File: src/rtl/monitor_decimal_secuencial_pkg.sv
// Shared definitions for the sequential decimal monitor.
// - estado_t     : converter FSM states
// - SEG_*        : active-low 7-segment codes {dp,g,f,e,d,c,b,a}
// - cant_digitos : decimal digits needed to hold any CANT_BITS-bit magnitude
package monitor_decimal_secuencial_pkg;

   typedef enum logic [1:0] {
      REPOSO    = 2'd0,
      CONVIERTE = 2'd1,
      ACTUALIZA = 2'd2
   } estado_t;

   // Entry k is the code for decimal digit k.
   localparam logic [9:0][7:0] SEG_DIGITOS = {
      8'h90, 8'h80, 8'hF8, 8'h82, 8'h92, 8'h99, 8'hB0, 8'hA4, 8'hF9, 8'hC0
   };
   localparam logic [7:0] SEG_BLANCO = 8'hFF;
   localparam logic [7:0] SEG_MENOS  = 8'hBF;

   // Smallest d with 10^d > 2^bits (valid for bits < 64).
   function automatic int cant_digitos(input int bits);
      longint unsigned lim;
      longint unsigned pot;
      int d;
      lim = 64'd1 << bits;
      pot = 64'd1;
      d   = 0;
      for (int k = 0; k < 20; k++) begin
         if (pot <= lim) begin
            pot = pot * 10;
            d   = d + 1;
         end
      end
      return d;
   endfunction

endpackage

File: src/rtl/monitor_decimal_secuencial_if.sv
// Board-side bundle of the decimal monitor.
// - switches, cargar, blanqueo_ceros : driven by the requester (master)
// - reg7SEG, sel_pantalla, ocupado   : driven by the monitor (slave)
interface monitor_decimal_secuencial_if #(
   parameter int CANT_BITS      = 8,
   parameter int CANT_PANTALLAS = 4
) ();
   logic [CANT_BITS-1:0]      switches;
   logic                      cargar;
   logic                      blanqueo_ceros;
   logic [7:0]                reg7SEG;
   logic [CANT_PANTALLAS-1:0] sel_pantalla;
   logic                      ocupado;

   modport master (
      output switches, cargar, blanqueo_ceros,
      input  reg7SEG, sel_pantalla, ocupado
   );

   modport slave (
      input  switches, cargar, blanqueo_ceros,
      output reg7SEG, sel_pantalla, ocupado
   );
endinterface

File: src/rtl/monitor_decimal_secuencial_conversor_serie_bin_bcd.sv
// Serial binary-to-BCD converter (double-dabble, one bit per clock).
// Ports:
// - clock_placa, reset_placa_n : clock, async active-low reset
// - i_cargar                   : start request, ignored while busy
// - i_magnitud, i_signo        : unsigned magnitude and sign captured on start
// - o_ocupado                  : high from the edge after the start until the result lands
// - o_bcd, o_signo             : last completed result, only changes when a conversion ends
module conversor_serie_bin_bcd
   import monitor_decimal_secuencial_pkg::*;
#(
   parameter int CANT_BITS    = 8,
   parameter int CANT_NIBBLES = 4
) (
   input  logic                         clock_placa,
   input  logic                         reset_placa_n,
   input  logic                         i_cargar,
   input  logic [CANT_BITS-1:0]         i_magnitud,
   input  logic                         i_signo,
   output logic                         o_ocupado,
   output logic [CANT_NIBBLES-1:0][3:0] o_bcd,
   output logic                         o_signo
);
   localparam int W_CNT = $clog2(CANT_BITS + 1);
   localparam int W_TOT = 4 * CANT_NIBBLES + CANT_BITS;

   estado_t                      r_estado, w_estado_sig;
   logic                         w_cargar_ok, w_actualiza;
   logic [CANT_NIBBLES-1:0][3:0] r_bcd, w_bcd_aj, r_display;
   logic [CANT_BITS-1:0]         r_mag;
   logic [W_CNT-1:0]             r_cnt;
   logic                         r_signo, r_signo_disp;
   logic [W_TOT-1:0]             w_desp;

   always_ff @(posedge clock_placa or negedge reset_placa_n) begin
      if (!reset_placa_n) r_estado <= REPOSO;
      else                r_estado <= w_estado_sig;
   end

   // Busy is a pure decode of the state, so an async reset drops it immediately.
   always_comb begin
      w_estado_sig = r_estado;
      w_cargar_ok  = 1'b0;
      w_actualiza  = 1'b0;
      o_ocupado    = 1'b1;
      case (r_estado)
         REPOSO: begin
            o_ocupado = 1'b0;
            if (i_cargar) begin
               w_cargar_ok  = 1'b1;
               w_estado_sig = CONVIERTE;
            end
         end
         CONVIERTE: if (r_cnt == W_CNT'(1)) w_estado_sig = ACTUALIZA;
         ACTUALIZA: begin
            w_actualiza  = 1'b1;
            w_estado_sig = REPOSO;
         end
         default: begin
            o_ocupado    = 1'b0;
            w_estado_sig = REPOSO;
         end
      endcase
   end

   // Add-3 correction on every nibble before the shift.
   always_comb begin
      w_bcd_aj = r_bcd;
      for (int k = 0; k < CANT_NIBBLES; k++)
         if (r_bcd[k] >= 4'd5) w_bcd_aj[k] = r_bcd[k] + 4'd3;
   end

   assign w_desp = {w_bcd_aj, r_mag} << 1;

   always_ff @(posedge clock_placa or negedge reset_placa_n) begin
      if (!reset_placa_n) begin
         r_bcd        <= '0;
         r_mag        <= '0;
         r_cnt        <= '0;
         r_signo      <= 1'b0;
         r_display    <= '0;
         r_signo_disp <= 1'b0;
      end else begin
         if (w_cargar_ok) begin
            r_mag   <= i_magnitud;
            r_signo <= i_signo;
            r_bcd   <= '0;
            r_cnt   <= W_CNT'(CANT_BITS);
         end else if (r_estado == CONVIERTE) begin
            r_bcd <= w_desp[W_TOT-1:CANT_BITS];
            r_mag <= w_desp[CANT_BITS-1:0];
            r_cnt <= r_cnt - 1'b1;
         end
         if (w_actualiza) begin
            r_display    <= r_bcd;
            r_signo_disp <= r_signo;
         end
      end
   end

   assign o_bcd   = r_display;
   assign o_signo = r_signo_disp;

endmodule

File: src/rtl/monitor_decimal_secuencial.sv
// Sequential decimal monitor: captures a binary word on request, converts it
// serially to BCD and scans it onto a multiplexed bank of 7-segment displays.
// Ports:
// - clock_placa   : system clock, rising edge
// - reset_placa_n : async active-low reset
// - bus (slave)   : switches/cargar/blanqueo_ceros in, reg7SEG/sel_pantalla/ocupado out
module monitor_decimal_secuencial
   import monitor_decimal_secuencial_pkg::*;
#(
   parameter int CANT_BITS       = 8,
   parameter int CANT_PANTALLAS  = 4,
   parameter int CICLOS_REFRESCO = 50000,
   parameter int CON_SIGNO       = 0,
   parameter int ACTIVO_BAJO     = 1
) (
   input logic                    clock_placa,
   input logic                    reset_placa_n,
   monitor_decimal_secuencial_if.slave bus
);
   localparam int IW = (CANT_PANTALLAS > 1) ? $clog2(CANT_PANTALLAS) : 1;
   localparam int RW = $clog2(CICLOS_REFRESCO);

   if (CANT_PANTALLAS - CON_SIGNO < cant_digitos(CANT_BITS)) begin : g_err_pantallas
      $fatal(1, "monitor_decimal_secuencial: not enough displays for CANT_BITS");
   end
   if (CICLOS_REFRESCO < 2) begin : g_err_refresco
      $fatal(1, "monitor_decimal_secuencial: CICLOS_REFRESCO must be >= 2");
   end

   logic                           w_signo, w_signo_disp, w_ocupado;
   logic [CANT_BITS-1:0]           w_magnitud;
   logic [CANT_PANTALLAS-1:0][3:0] w_bcd;
   logic [RW-1:0]                  r_ref;
   logic [IW-1:0]                  r_idx;
   logic [CANT_PANTALLAS:0]        w_cero_desde;
   logic [CANT_PANTALLAS-1:0]      w_ceros_sup, w_sel_ah, r_sel;
   logic [3:0]                     w_nib;
   logic [7:0]                     w_codigo, r_seg;

   // Negating the most-negative value wraps to itself, which read unsigned is the right magnitude.
   assign w_signo    = (CON_SIGNO != 0) && bus.switches[CANT_BITS-1];
   assign w_magnitud = w_signo ? -bus.switches : bus.switches;

   conversor_serie_bin_bcd #(
      .CANT_BITS   (CANT_BITS),
      .CANT_NIBBLES(CANT_PANTALLAS)
   ) u_conv (
      .clock_placa  (clock_placa),
      .reset_placa_n(reset_placa_n),
      .i_cargar     (bus.cargar),
      .i_magnitud   (w_magnitud),
      .i_signo      (w_signo),
      .o_ocupado    (w_ocupado),
      .o_bcd        (w_bcd),
      .o_signo      (w_signo_disp)
   );

   assign bus.ocupado = w_ocupado;

   // Free-running refresh divider, independent of the converter.
   always_ff @(posedge clock_placa or negedge reset_placa_n) begin
      if (!reset_placa_n) begin
         r_ref <= '0;
         r_idx <= '0;
      end else if (r_ref == RW'(CICLOS_REFRESCO - 1)) begin
         r_ref <= '0;
         r_idx <= (r_idx == IW'(CANT_PANTALLAS - 1)) ? '0 : r_idx + 1'b1;
      end else begin
         r_ref <= r_ref + 1'b1;
      end
   end

   // w_cero_desde[i]: nibble i and every nibble above it are zero.
   always_comb begin
      w_cero_desde                 = '0;
      w_cero_desde[CANT_PANTALLAS] = 1'b1;
      for (int i = CANT_PANTALLAS - 1; i >= 0; i--)
         w_cero_desde[i] = w_cero_desde[i+1] && (w_bcd[i] == 4'd0);
   end
   assign w_ceros_sup = w_cero_desde[CANT_PANTALLAS-1:0];

   always_comb begin
      w_codigo = SEG_BLANCO;
      w_nib    = w_bcd[r_idx];
      if ((CON_SIGNO != 0) && (r_idx == IW'(CANT_PANTALLAS - 1)))
         w_codigo = w_signo_disp ? SEG_MENOS : SEG_BLANCO;
      else if (bus.blanqueo_ceros && (r_idx != '0) && w_ceros_sup[r_idx])
         w_codigo = SEG_BLANCO;
      else if (w_nib <= 4'd9)
         w_codigo = SEG_DIGITOS[w_nib];
   end

   assign w_sel_ah = CANT_PANTALLAS'(1) << r_idx;

   // Segments and anode are registered together so they always switch on the same edge.
   always_ff @(posedge clock_placa or negedge reset_placa_n) begin
      if (!reset_placa_n) begin
         r_seg <= (ACTIVO_BAJO != 0) ? SEG_DIGITOS[0] : ~SEG_DIGITOS[0];
         r_sel <= (ACTIVO_BAJO != 0) ? ~CANT_PANTALLAS'(1) : CANT_PANTALLAS'(1);
      end else begin
         r_seg <= (ACTIVO_BAJO != 0) ? w_codigo : ~w_codigo;
         r_sel <= (ACTIVO_BAJO != 0) ? ~w_sel_ah : w_sel_ah;
      end
   end

   assign bus.reg7SEG      = r_seg;
   assign bus.sel_pantalla = r_sel;

endmodule
File: src/flat_wrapper.sv
// flat-port wrapper written by rule: the top's interface ports become plain ports
module monitor_decimal_secuencial_flat import monitor_decimal_secuencial_pkg::*;
#(
   parameter int CANT_BITS       = 8,
   parameter int CANT_PANTALLAS  = 4,
   parameter int CICLOS_REFRESCO = 50000,
   parameter int CON_SIGNO       = 0,
   parameter int ACTIVO_BAJO     = 1
)
  (clock_placa, reset_placa_n, bus_switches, bus_cargar, bus_blanqueo_ceros, bus_reg7SEG, bus_sel_pantalla, bus_ocupado);
  monitor_decimal_secuencial_if #(.CANT_BITS(CANT_BITS), .CANT_PANTALLAS(CANT_PANTALLAS)) bus_i ();
  input logic clock_placa;
  input logic reset_placa_n;
  input wire logic [$bits(bus_i.switches)-1:0] bus_switches;
  input wire logic [$bits(bus_i.cargar)-1:0] bus_cargar;
  input wire logic [$bits(bus_i.blanqueo_ceros)-1:0] bus_blanqueo_ceros;
  output wire logic [$bits(bus_i.reg7SEG)-1:0] bus_reg7SEG;
  output wire logic [$bits(bus_i.sel_pantalla)-1:0] bus_sel_pantalla;
  output wire logic [$bits(bus_i.ocupado)-1:0] bus_ocupado;
  assign bus_i.switches = bus_switches;
  assign bus_i.cargar = bus_cargar;
  assign bus_i.blanqueo_ceros = bus_blanqueo_ceros;
  assign bus_reg7SEG = bus_i.reg7SEG;
  assign bus_sel_pantalla = bus_i.sel_pantalla;
  assign bus_ocupado = bus_i.ocupado;
  monitor_decimal_secuencial #(.CANT_BITS(CANT_BITS), .CANT_PANTALLAS(CANT_PANTALLAS), .CICLOS_REFRESCO(CICLOS_REFRESCO), .CON_SIGNO(CON_SIGNO), .ACTIVO_BAJO(ACTIVO_BAJO)) u_core (.clock_placa(clock_placa), .reset_placa_n(reset_placa_n), .bus(bus_i));
endmodule
File: config.mk
export PLATFORM = sky130hd
export DESIGN_NAME = monitor_decimal_secuencial_flat
export DESIGN_NICKNAME = d
export VERILOG_FILES = /design/src/rtl/monitor_decimal_secuencial_pkg.sv /design/src/rtl/monitor_decimal_secuencial_if.sv /design/src/rtl/monitor_decimal_secuencial_conversor_serie_bin_bcd.sv /design/src/rtl/monitor_decimal_secuencial.sv /design/src/flat_wrapper.sv
export SDC_FILE = /design/constraint.sdc
export NUM_CORES = 1
export LEC_CHECK = 0
export BUFFER_PORTS_ARGS = -buffer_cell sky130_fd_sc_hd__buf_2
export CAP_MARGIN = 20
export CORE_ASPECT_RATIO = 0.5
export CORE_MARGIN = 4
export CORE_UTILIZATION = 60
export CTS_CLUSTER_DIAMETER = 30
export CTS_CLUSTER_SIZE = 40
export DETAILED_ROUTE_END_ITERATION = 16
export HOLD_SLACK_MARGIN = 0.08
export PLACE_DENSITY = 0.91
export SLEW_MARGIN = 10
export SYNTH_ARGS = -nofsm -noshare
export SYNTH_HDL_FRONTEND = slang
export SYNTH_SLANG_ARGS = --single-unit
export TNS_END_PERCENT = 30
File: constraint.sdc
create_clock -name clock_placa -period 2.4 [get_ports clock_placa]
set_input_delay 0.36 -clock clock_placa [delete_from_list [all_inputs] [get_ports clock_placa]]
set_output_delay 0.36 -clock clock_placa [all_outputs]
set_load 0.03 [all_outputs]
Word level (Yosys, flattened, before mapping)
Memories as Yosys holds them, arrays and structs flattened.
Cells that the tools add are included.
Storage, ports and cells
  register bits after elaboration: 76
  bits in latches: 0
  bits in writable memories: 0
  bits in read-only memories: 128
  input bits: 12
  word-level logic and storage cells: 79
  memories kept: 1
Memory list
  (no name shown): words 16, bits a word 8, rd ports 1, clocked after Yosys merged registers in 0, write ports 0, line monitor_decimal_secuencial.sv:90  | w_codigo = SEG_DIGITOS[w_nib];
Cells by class
  add/subtract/negate cells: 7
  $mul: 0
  div/mod/pow operators: 0
  order comparisons: 7
  equal/unequal tests: 7
  shift operators: 1
  muxes and demuxes: 26
  bitwise operators: 1
  reduce and logical (&&, ||, !) cells: 14
Operators with widths (number)
  $mux W16: 3
  $mux W8: 5
  $mux W4: 6
  $add A16 B1 Y16 const B: 1
  $eq A16 B16 Y1 const B: 1
  $ge A4 B3 Y1 const B: 4
  $logic_not A4 Y1: 4
  $add A4 B2 Y4 const B: 3
  $bmux W4 S2: 1
  $mux W2: 3
  $logic_and A1 B1 Y1: 5
  $lt A4 B5 Y1 const B: 1
  $mux W1: 5
  $eq A2 B2 Y1 const B: 2
  $eq A4 B1 Y1 const B: 1
  $le A4 B4 Y1 const B: 1
  $ne A2 B2 Y1 const B: 2
  $not A4 Y4: 1
  $pmux W2 S2: 1
  $reduce_bool A2 Y1: 2
  $shl A1 B2 Y4 const A: 1
  $sub A4 B1 Y4 const B: 1
  $add A3 B2 Y3 const B: 1
  $lt A2 B3 Y1 const B: 1
  7 further kinds: 7

Longest topological paths before layout
  depth in word-level cells: 8
  gate-level depth with buffers: 8
  gate-level depth less buffers: 7

Modules after synthesis
Synthesis repeated with hierarchy kept, for this count alone.
Unflattened totals
  cells, all modules: 375
  area, all modules: 3961.3 µm²
Modules (own cells, without submodules)
  conversor_serie_bin_bcd: instances 1, cells each 232, area an instance 2408.6 µm², sequential area each 1201.2 µm²
  monitor_decimal_secuencial: instances 1, cells each 143, area an instance 1552.7 µm², sequential area each 730.7 µm²

Least setup slack after synthesis
No wires, ideal clock.
  path kind: register -> register
  start: register u_core.r_idx[0]
  end: register u_core.r_seg[4] (netlist: u_core.bus.reg7SEG[4])
  arrival: 1.796 ns
  setup slack: 0.477 ns
  stages on the path, launching flop included: 9
  buffers on the path: 1
  clock period less this slack: 1.923 ns
  path through: dfrtp_1 > buf_6 > mux4_1 > inv_1 > ha_1 > nor2_1 > o21ai_2 > o31a_4 > o211ai_2
On the way
  cells in the longest elaborated chain, start to end: 6
  elaborated cells on any way between the ends: 12
Ends and longest elaborated chain
  start, declared: line monitor_decimal_secuencial.sv:34  | logic [IW-1:0] r_idx;
  start signal, assigned: line monitor_decimal_secuencial.sv:67  | r_idx <= (r_idx == IW'(CANT_PANTALLAS - 1)) ? '0 : r_idx + 1'b1;
  $bmux W4 S2: line monitor_decimal_secuencial.sv:84  | w_nib = w_bcd[r_idx];
  $mux W4 (implied by the code): line monitor_decimal_secuencial.sv:84
  $mem_v2 Z16 W8
  $mux W8 (implied by the code): line monitor_decimal_secuencial.sv:90
  $mux W8: line monitor_decimal_secuencial.sv:89  | else if (w_nib <= 4'd9)
  $mux W8 (*): line monitor_decimal_secuencial.sv:87  | else if (bus.blanqueo_ceros && (r_idx != '0) && w_ceros_sup[r_idx])
  named net u_core.w_codigo[4]: line monitor_decimal_secuencial.sv:38  | logic [7:0] w_codigo, r_seg;
  end signal, assigned: line monitor_decimal_secuencial.sv:98  | r_seg <= (ACTIVO_BAJO != 0) ? SEG_DIGITOS[0] : ~SEG_DIGITOS[0];
  end signal, assigned: line monitor_decimal_secuencial.sv:101  | r_seg <= (ACTIVO_BAJO != 0) ? w_codigo : ~w_codigo;
  end, declared: line monitor_decimal_secuencial.sv:38
Mark *: on every way through the listed nets, which the timed path passes. The rest lies on a longest branch. The select of a mux whose other input is x is not followed.
A chain may end at the register's enable or synchronous reset.

Worst setup path after layout
  start: register u_core.r_idx[0]
  end: register u_core.r_seg[3] (netlist: u_core.bus.reg7SEG[3])
Same word-level chain as after synthesis.

==> out/results.ini <==
[synth]
ys_seq_area_share_pct=49.8
async_reset_ff_share_pct=100
synthCells=344
synth_ff_type=dfrtp_1
ys_types=43
synth_warnings=0
synth-edff-count=0
synth_nets=380
synth_area_per_cell_sq_um=11.0
synth_area_sq_um=3780
ys_ff_latch=75

[global_routing]
grt_overflow=0
grt_pass1_wl_mm=14.0
antenna_found_initial=0
grt_pass1_vias=2828
grt_max_degree=38
track_usage_pct=23.4

[power]
switching_share_pct=36.9
p_sw_mw=1.81
p_per_area_nw_per_um2=1140
p_leak_nw=2.05
p_int_mw=3.10
p_total_mw=4.91
irDropWorstVdd_v=0.000523
seqPwrFrac_pct=37.7
p_comb_share_pct=36.0
p_clk_share_pct=26.3

[finish]
fin_nets=409
seq_area_sq_um=1880
final_common_cell=dfrtp_1
fillers=356
antennaDiodeCount=0
drive_above_1_share_pct=19.6
multiInputGateArea_sq_um=1760
area_growth_pct=14.0
final_cell_mix=dfrtp_1, nand2_1, nor2_1, ha_1, buf_2
final_cells=466

[clocking]
clk_latency_ps=340
cts_buffer_depth=2
cts.sinks=75
cts_tree=built
hold_buffers=1
post_cts_resized=0
path_clk_slew_ps=60
postCtsSetupRepairBufs=0
htreeDepth=3
cts_root_buf=clkbuf_16
cts_made_buffers=9

[critical_path]
startpoint_type=flop
rrSetupSlack_ps=180
timing.rr.start=u_core.r_idx[0]
crit_path_end_kind=flop
critical_path.top_delay_family=multiplexers
crit_type=flop to flop
cpPeakStageDelay_ps=690
path_buf_inv=1
timing.critical_path.from=u_core.r_idx[0]
slowest_stage=mux4_1
r2r_end=u_core.bus.reg7SEG[3]
worstPathRequired_ps=2610
crit_fanout=8
r2r_cells=7
crit_chain=mux4_1 > inv_1 > ha_1 > nor2_1 > o21ai_2 > o31a_4 > o21ai_1
critical_path_arrival_ps=2440

[floorplanning]
boundaryPins=25
fp.dieH_microns=64.1
dieWidth_microns=120
row_count=20
die_area_sq_um=7710
core_sq_um=6080
start_util_pct=62.2

[routing]
drt.antenna.violating_nets=0
drc_errors=0
dr.pass1.iters=5
via_count=2736
wirelength_mm=8.32
drtIter0Drc=184
via_per_inst=5.87
wl_per_cell_microns=17.8

[hold_path]
worstHoldStart=bus_switches[0]
hold_path_depth=3
min_to=u_core.u_conv.r_mag[0]
hold_class=primary input to flop

[timing]
fin_setup_tns_ps=0
slew-limit-headroom_pct=48.5
fin_hold_ws_ps=232
setup_viol=0
fin_crit_sh_pct=92.7
slew_viol_final=0
fmax_mhz=450
period_minus_slack_ps=2220
tightest_slew_ps=773
rsz0062_at_grt=no
final_hold_viol_count=0
finalClockSkew_ps=8.66

[placement]
routabilityCongestion=0.803
numPortBuffers=23
dp.cells=449
place.detailed.hpwl_mm=5.42

[run_status]
status=finished, final reports clean

[run]
max-cap-violations=0

-- per-layer routing --
layer | vias up | wire (microns) | share of wire (%) | global-route usage [%]
li1 | 1245 | - | - | -
met5 | - | 0 | 0 | 0
met2 | 106 | 4220 | 51 | 41.0
met3 | 30 | 454 | 5.5 | 6.28
met4 | 0 | 260 | 3.1 | 9.60
met1 | 1355 | 3380 | 41 | 27.6
-- Yosys cell counts, types with 5 or more instances --
master	count	area [sq um]
dfrtp_1	71	1780
nand2_1	29	109
nor2_1	28	105
ha_1	24	300
inv_1	21	78.8
mux2i_1	19	190
o21ai_0	18	90.1
mux2_2	17	191
a21oi_1	15	75.1
xnor2_1	14	123
nand3_1	11	55.1
nand2b_1	9	56.3
clkbuf_1	7	26.3
xor2_1	7	61.3
o21ai_1	5	25.0
-- flip-flops by register name (all words and copies together) (netlist names) --
signal and count:
u_core.r_idx 2, u_core.u_conv.r_estado 2, u_core.u_conv.r_cnt 4, u_core.u_conv.r_mag 8
u_core.bus.reg7SEG 7, u_core.u_conv.r_bcd 16, u_core.r_ref 16, u_core.bus.sel_pantalla 4
u_core.u_conv.o_bcd 16
-- logic make-up (layout without fill, tap and decap cells) --
kind of cell	after synthesis	after routing	share of synthesized area (%)
buf+inv	34	68	3.77
mux	40	40	12.7
other cells	1	1	0.0992
xor+xnor	21	21	4.86
flops	75	75	49.8
compound gates	50	50	7.94
fa+ha+maj	24	24	7.94
simple gates	99	99	12.9
-- worst max-delay path by stage --
stage / endpoint / slack (ps) / cells after the start
3_3_place_gp: u_core.bus.reg7SEG[4] / 390 / 7
3_5_place_dp: u_core.bus.reg7SEG[4] / 230 / 7
4_1_cts: u_core.bus.reg7SEG[4] / 190 / 7
6_report: u_core.bus.reg7SEG[3] / 180 / 7
2_1_floorplan: u_core.bus.reg7SEG[4] / 480 / 8
5_1_grt: u_core.bus.reg7SEG[5] / 50 / 7
-- tightest hold or removal path, delay by kind of cell --
kind / cells / cell delay, ps
AO/OA/AOI/OAI: 1 / 60
AND/OR/NAND/NOR: 1 / 40
buffers and inverters: 1 / 80
-- per-stage QoR --
step	area, sq um	worst slack, ps	util [%]
after floorplan	3780	477	-
after global placement	4010	386	65.9
after detailed placement	4010	234	65.9
after CTS	4310	192	70.9
after global routing	4310	45.6	70.9
final	4310	175	70.9
-- power by group through the flow --
stage | combinational [mW] | sequential, mW | clock, mW
after floorplan | 1.24 | 1.82 | 0
after global placement | 1.51 | 1.81 | 0
after detailed placement | 1.69 | 1.84 | 0
after CTS | 1.76 | 1.83 | 1.30
after global routing | 1.94 | 1.87 | 1.35
final | 1.77 | 1.85 | 1.29
-- cell type report --
cell class | count | share of cell area, %
clock buffer | 13 | 6.27
clock inverter | 3 | 0.494
inverter | 21 | 1.83
multi-input combinational | 235 | 40.8
sequential | 75 | 43.7
tap | 88 | 2.56
timing repair buffer | 31 | 4.41
No activity file was read; power rests on OpenSTA's default activity.
